## config.mk

```make
export PLATFORM = sky130hd
export DESIGN_NAME = torneo_resolver
export DESIGN_NICKNAME = d
export VERILOG_FILES = /design/src/rtl/torneo_resolver.sv
export SDC_FILE = /design/constraint.sdc
export NUM_CORES = 1
export LEC_CHECK = 0
export ABC_AREA = 1
export CAP_MARGIN = 30
export CORE_AREA = 3 3 242 244
export CTS_CLUSTER_DIAMETER = 150
export DETAILED_ROUTE_END_ITERATION = 8
export DIE_AREA = 0 0 245 247
export PLACE_DENSITY = 0.76
export SLEW_MARGIN = 25
export SYNTH_ARGS = -nofsm -noshare
export SYNTH_HDL_FRONTEND = slang
export SYNTH_SLANG_ARGS = --single-unit
```

## constraint.sdc

```tcl
create_clock -name clk_i -period 7 [get_ports clk_i]
set_clock_uncertainty 0.2 [all_clocks]
set_input_delay 1.4 -clock clk_i [delete_from_list [all_inputs] [get_ports clk_i]]
set_output_delay 1.4 -clock clk_i [all_outputs]
set_load 0.005 [all_outputs]
```

## src/rtl/torneo_resolver.sv

```systemverilog
// Resolution side of the tournament predictor: queues issued predictions, checks them
// against resolved outcomes, trains the meta selector and redirects on a mispredict.
module torneo_resolver #(
    parameter int unsigned Depth    = 8,
    parameter int unsigned PcStep   = 4,
    parameter int unsigned RecovCyc = 3
) (
    input  logic        clk_i,
    input  logic        rst_i,
    input  logic        pred_valid_i,
    output logic        pred_ready_o,
    input  logic [31:0] pc_i,
    input  logic        prediction_gh_i,
    input  logic        prediction_ph_i,
    input  logic        prediction_i,
    input  logic [31:0] nex_pc_i,
    input  logic        res_valid_i,
    input  logic        res_taken_i,
    input  logic [31:0] res_target_i,
    output logic        upd_valid_o,
    output logic [31:0] upd_pc_o,
    output logic        fix_result_o,
    output logic [1:0]  meta_dir_o,
    output logic        mispredict_o,
    output logic [31:0] fix_pc_o,
    output logic [15:0] miss_cnt_o,
    output logic        overflow_o,
    output logic        underflow_o
);

    localparam int unsigned Aw = (Depth > 1) ? $clog2(Depth) : 1;
    localparam int unsigned Cw = (RecovCyc > 1) ? $clog2(RecovCyc) : 1;
    localparam logic [Aw:0]   PtrOne   = (Aw + 1)'(1);
    localparam logic [Cw-1:0] RecovTop = Cw'(RecovCyc - 1);
    localparam logic [31:0]   Step     = 32'(PcStep);

    typedef enum logic [0:0] {
        StRun,
        StRecover
    } state_e;

    state_e state_q, state_d;
    logic [Cw-1:0] recov_q, recov_d;
    logic [Aw:0] wr_ptr_q, wr_ptr_d;
    logic [Aw:0] rd_ptr_q, rd_ptr_d;

    logic [31:0] pc_mem_q   [Depth];
    logic [31:0] nex_mem_q  [Depth];
    logic        gh_mem_q   [Depth];
    logic        ph_mem_q   [Depth];
    logic        pred_mem_q [Depth];

    logic        upd_valid_q, fix_result_q, mispredict_q, overflow_q, underflow_q;
    logic [31:0] upd_pc_q, fix_pc_q;
    logic [1:0]  meta_dir_q;
    logic [15:0] miss_cnt_q;

    logic        full, empty, push, pop, push_keep, miss;
    logic [31:0] head_pc, head_nex, correct_pc;
    logic        head_gh, head_ph;
    logic [1:0]  meta_dir;

    // Pointers carry one extra wrap bit so full and empty are distinguishable.
    assign empty = (wr_ptr_q == rd_ptr_q);
    assign full  = (wr_ptr_q[Aw] != rd_ptr_q[Aw]) && (wr_ptr_q[Aw-1:0] == rd_ptr_q[Aw-1:0]);

    assign pred_ready_o = (state_q == StRun) && !full;
    assign push         = pred_valid_i && pred_ready_o;
    assign pop          = res_valid_i && !empty && (state_q == StRun);

    assign head_pc  = pc_mem_q[rd_ptr_q[Aw-1:0]];
    assign head_nex = nex_mem_q[rd_ptr_q[Aw-1:0]];
    assign head_gh  = gh_mem_q[rd_ptr_q[Aw-1:0]];
    assign head_ph  = ph_mem_q[rd_ptr_q[Aw-1:0]];

    assign correct_pc = res_taken_i ? res_target_i : (head_pc + Step);
    assign miss       = pop && (head_nex != correct_pc);
    assign push_keep  = push && !miss;

    always_comb begin
        meta_dir = 2'b00;
        if ((head_gh == res_taken_i) && (head_ph != res_taken_i)) begin
            meta_dir = 2'b01;
        end else if ((head_gh != res_taken_i) && (head_ph == res_taken_i)) begin
            meta_dir = 2'b10;
        end
    end

    always_comb begin
        state_d  = state_q;
        recov_d  = recov_q;
        wr_ptr_d = wr_ptr_q;
        rd_ptr_d = rd_ptr_q;
        if (push_keep) begin
            wr_ptr_d = wr_ptr_q + PtrOne;
        end
        if (pop) begin
            rd_ptr_d = rd_ptr_q + PtrOne;
        end
        unique case (state_q)
            StRun: begin
                // A mispredict invalidates every younger entry, including this cycle's push.
                if (miss) begin
                    state_d  = StRecover;
                    recov_d  = RecovTop;
                    wr_ptr_d = '0;
                    rd_ptr_d = '0;
                end
            end
            StRecover: begin
                if (recov_q == '0) begin
                    state_d = StRun;
                end else begin
                    recov_d = recov_q - Cw'(1);
                end
            end
            default: state_d = StRun;
        endcase
    end

    always_ff @(posedge clk_i or posedge rst_i) begin
        if (rst_i) begin
            state_q  <= StRun;
            recov_q  <= '0;
            wr_ptr_q <= '0;
            rd_ptr_q <= '0;
        end else begin
            state_q  <= state_d;
            recov_q  <= recov_d;
            wr_ptr_q <= wr_ptr_d;
            rd_ptr_q <= rd_ptr_d;
        end
    end

    always_ff @(posedge clk_i) begin
        if (push_keep) begin
            pc_mem_q[wr_ptr_q[Aw-1:0]]   <= pc_i;
            nex_mem_q[wr_ptr_q[Aw-1:0]]  <= nex_pc_i;
            gh_mem_q[wr_ptr_q[Aw-1:0]]   <= prediction_gh_i;
            ph_mem_q[wr_ptr_q[Aw-1:0]]   <= prediction_ph_i;
            pred_mem_q[wr_ptr_q[Aw-1:0]] <= prediction_i;
        end
    end

    always_ff @(posedge clk_i or posedge rst_i) begin
        if (rst_i) begin
            upd_valid_q  <= 1'b0;
            upd_pc_q     <= '0;
            fix_result_q <= 1'b0;
            meta_dir_q   <= 2'b00;
            mispredict_q <= 1'b0;
            fix_pc_q     <= '0;
            miss_cnt_q   <= '0;
            overflow_q   <= 1'b0;
            underflow_q  <= 1'b0;
        end else begin
            upd_valid_q  <= pop;
            mispredict_q <= miss;
            if (pop) begin
                upd_pc_q     <= head_pc;
                fix_result_q <= res_taken_i;
                meta_dir_q   <= meta_dir;
                fix_pc_q     <= miss ? correct_pc : 32'h0;
            end
            if (miss && (miss_cnt_q != 16'hFFFF)) begin
                miss_cnt_q <= miss_cnt_q + 16'd1;
            end
            // Drops during RECOVER are expected back-pressure, not an overflow.
            if (pred_valid_i && !pred_ready_o && (state_q == StRun)) begin
                overflow_q <= 1'b1;
            end
            if (res_valid_i && (empty || (state_q == StRecover))) begin
                underflow_q <= 1'b1;
            end
        end
    end

    assign upd_valid_o  = upd_valid_q;
    assign upd_pc_o     = upd_pc_q;
    assign fix_result_o = fix_result_q;
    assign meta_dir_o   = meta_dir_q;
    assign mispredict_o = mispredict_q;
    assign fix_pc_o     = fix_pc_q;
    assign miss_cnt_o   = miss_cnt_q;
    assign overflow_o   = overflow_q;
    assign underflow_o  = underflow_q;

endmodule

```

==> results <==
- The proportion of synthesized area in mux cells is 0.107%.
- The slowest stage of the critical path belongs to the cell dfrtp_4.
- The main combinational cell family by area after synthesis is simple AND/OR/NAND/NOR gates.
- The sequential power share is 36.1%.
- For this run, the number of Yosys warnings is 0.
- The number of synthesized register bits is 626.
- After detailed routing, the total wire length is 78600 um.
- The number of cells traversed by the worst register-to-register path is 25.
- The number of buffers inserted by port buffering is 190.
- The leading cell type in the layout, fill and taps excluded is nand2_1.
- A synthesized cell averages 10.0 sq um.
- The clock buffer count from CTS is 66.
- The number of antenna violations at the first check in global routing came to 10.
- The proportion of total power due to net switching is 37.9%.
- For the worst setup path, the data arrival time is 6.34 ns.
- The vertical die dimension is 247 um.
- The effective utilization at floorplan is 49.8%.
- The total non-filler cell area in the finished layout is 33100 sq um.
- The core region is 56500 sq um.
- The capture point of the worst reg-to-reg path is pc_mem_q[3][24]$_DFFE_PP_.
- At the end of routability-driven placement, the weighted congestion stood at 0.895.
- The worst setup path is captured at a register.
- Among the stages of the critical path, the cell type that occurs most often is nand2_1.
- For this design the top-level I/O count stands at 192.
- For this design the ratio of total power to cell area is 408 nW/um^2.
- The final number of max-transition violations came to 0.
- The number of buffers on the longest clock path is 3.
- In the final timing run, aggregate negative setup slack is 0 ns.
- Counting flops with an async set or reset pin after synthesis yields a share of 15.7%.
- The non-filler instance count after layout is 3788.
- Setup violations remaining at the end of the flow were counted as 0.
- Of the total synthesized cell area, the portion taken by full adders, half adders and majority gates is 0.222%.
- The pin count of the biggest net entering global routing is 157.
- After detailed routing, the average wire length per cell comes to 20.7 um.
- The most critical setup path has its endpoint at pc_mem_q[3][24]$_DFFE_PP_.
- The worst min-delay path category is reg2reg.
- Before antenna repair, the detailed router went through 6 iterations.
- Of the cells placed in the final design, the portion with a size suffix greater than 1 is 7.37%.
- For this run, the top clock speed supported by timing is 0.159 GHz.
- The estimated wirelength of the detail-placed design is 48400 um.
- The detailed-route via count is 21000.
- After layout, the worst path uses 90.0% of the clock period.
- The worst-case register-to-register setup slack is 0.70 ns.
- The global-route total usage across every layer is 26.0%.
- Timing analysis after detailed placement gives a worst setup slack of 0.869 ns.
- The floorplan step set the die width to 245 um.
- The smallest setup slack after layout is 0.697 ns.
- The number of sinks handled by clock tree synthesis is 626.
- The worst-case IR drop observed on VDD is 0.291 mV.
- The total nets after synthesis is 2925.
- By area the synthesized netlist is led by edfxtp_1 56%, nand2_1 14%, dfrtp_1 8.7%, nand3_1 4.5%, inv_1 3.5%.
- For this run, the share of the core covered by cells in the final layout is 58.6%.
- The floorplan die area is 60500 sq um.
- The share of total power dissipated in combinational logic is 36.9%.
- The number of hold violations in the final report is 0.
- The worst path needs 6.30 ns of the cycle, external delays included.
- The clock tree from TritonCTS is done.
- The largest total area in the synthesized netlist belongs to edfxtp_1.
- The switching power summed over all nets is 5.12 mW.
- The via count of the first global-routing pass was 20500.
- The cell-internal power is 8.39 mW.
- Row generation in the floorplan step produced 87 rows.
- The first routing iteration left 2322 violations.
- The area growth from synthesis to layout is 17.6%.
- The area share of the largest cell type after synthesis is 56.3%.
- Post-CTS repair changed the size of 0 cells.
- The path type of the worst setup path is reg2reg.
- The actual transition at the worst max-transition pin is 1.00 ns.
- The relative max-transition margin is 33.1%.
- Across the run, the number of max-cap violations was 0.
- The cell area after synthesis is 28200 sq um.
- The delay of the slowest cell on the worst path is 0.71 ns.
- The count of nets left with antenna violations once routing finished came out at 0.
- The number of remaining DRC errors is 0.
- Global routing finished with a remaining overflow of 0.
- The worst setup path startpoint is rd_ptr_q[0]$_DFF_PP0_.
- The detailed-route vias per instance is 5.55.
- At the later pin of the worst-skew pair, clock insertion delay measures 0.61 ns.
- Data on the critical path is required at its endpoint by 7.04 ns.
- Yosys mapped a number of flops with a built-in enable equal to 528.
- Setup repair after global routing left no endpoint under its margin.
- The post-synthesis share of cell area spent on and, or, nand and nor gates is 22.2%.
- The launching point of the worst reg2reg path is rd_ptr_q[0]$_DFF_PP0_.
- Hold repair after CTS inserted 0 buffers.
- The worst setup path is launched from a register.
- The run finished with clean final reports.
- After technology mapping, the gate count stands at 2816.
- After detailed placement, the total cell area comes to 30800 sq um.
- Of the total power, the clock network draws 26.9%.
- Once the clock tree was built, the setup fixing pass inserted 0 buffers.
- The global-route wire length before repair is 119000 um.
- For this design the static power due to leakage is 13.5 nW.
- The total number of nets in the final design is 3083.
- The clock-pin slew of the registers on the worst-case setup and hold paths is 0.06 ns.
- The root buffer cell chosen for the clock tree is clkbuf_16.
- The compound-cell area share of the yosys netlist is 5.52%.
- The xor/xnor cell area share of the yosys netlist is 0.933%.
- The critical-path maximum fanout is 68.
- The number of levels the H-tree was split into is 3.
- The distinct cell type count after synthesis is 43.
- For this run, the leading register cell type out of synthesis is edfxtp_1.
- The cell total after placement is 3662.
- The sequential area share after synthesis is 65.0%.
- In the layout the commonest cells are 1029 x nand2_1, 528 x edfxtp_1, 263 x inv_1, 251 x nand3_1, 190 x clkdlybuf4s50_1.
## per-layer routing
metal	track usage, %	wire length, um	vias to the layer above
li1	-	-	9735
met1	35.0	31600	10100
met5	0	52	-
met4	10.8	2720	8
met3	5.14	7790	161
met2	41.6	36400	1025
## cell usage after synthesis, types with 10 or more instances
master / instances
nand2_1: 1029
edfxtp_1: 528
inv_1: 266
nand3_1: 251
nor2_1: 105
dfrtp_1: 98
o21ai_0: 81
a21oi_1: 69
clkbuf_1: 62
a32o_1: 50
buf_2: 45
nand4_1: 31
xor2_1: 26
or2_2: 25
nor2_2: 24
o21ai_1: 23
buf_1: 15
o22ai_1: 10
## worst min-delay path by stage
stage / startpoint / slack (ns) / cells past startpoint / to
floorplan: underflow_o$_DFFE_PP0P_ / 0.25 / 1 / underflow_o$_DFFE_PP0P_
global placement: underflow_o$_DFFE_PP0P_ / 0.24 / 1 / underflow_o$_DFFE_PP0P_
detailed placement: overflow_o$_DFFE_PP0P_ / 0.26 / 1 / overflow_o$_DFFE_PP0P_
CTS: overflow_o$_DFFE_PP0P_ / 0.27 / 1 / overflow_o$_DFFE_PP0P_
global route: overflow_o$_DFFE_PP0P_ / 0.30 / 1 / overflow_o$_DFFE_PP0P_
finish: overflow_o$_DFFE_PP0P_ / 0.27 / 1 / overflow_o$_DFFE_PP0P_
## cells by family after synthesis
family / after synthesis
AO/OA/AOI/OAI: 248
flip-flops: 626
multiplexers: 3
AND/OR/NAND/NOR: 1495
buffers and inverters: 409
XOR/XNOR: 30
adder cells (fa/ha/maj): 5
## stage by stage
step	hold WS [ns]	power [mW]
after global routing	0.295	14.3
final	0.268	13.5
after floorplan	0.251	8.05
after CTS	0.268	13.5
after global placement	0.237	9.69
after detailed placement	0.255	9.87
## worst max-delay path, delay by kind of cell (launching register included)
kind	cells	cell delay [ns]
buffers and inverters	3	1.40
and+or+nand+nor	22	3.42
DFF	1	0.71
## sequential cells by signal, indices dropped and copies added, names as in the netlist
signal,cells
miss_cnt_o,16
ph_mem_q,8
overflow_o,1
mispredict_o,1
pc_mem_q,256
wr_ptr_q,4
state_q,1
meta_dir_o,2
rd_ptr_q,4
underflow_o,1
fix_pc_o,32
fix_result_o,1
gh_mem_q,8
nex_mem_q,256
upd_valid_o,1
upd_pc_o,32
recov_q,2
## area by class of cell
cell class | instances | area, sq um
tap | 756 | 946
timing repair buffer | 228 | 2340
multi-input combinational | 1781 | 8220
clock inverter | 44 | 489
antenna | 7 | 17.5
clock buffer | 75 | 1760
fill | 4486 | 23400
sequential | 626 | 18300
inverter | 271 | 1030
## power by group through the flow
stage	sequential, mW	combinational [mW]	clock, mW
floorplan	4.84	3.21	0
global placement	4.93	4.77	0
detailed placement	4.95	4.93	0
CTS	4.88	4.97	3.67
global route	4.93	5.51	3.83
finish	4.88	4.99	3.64
(Power assumes the default switching activity.)
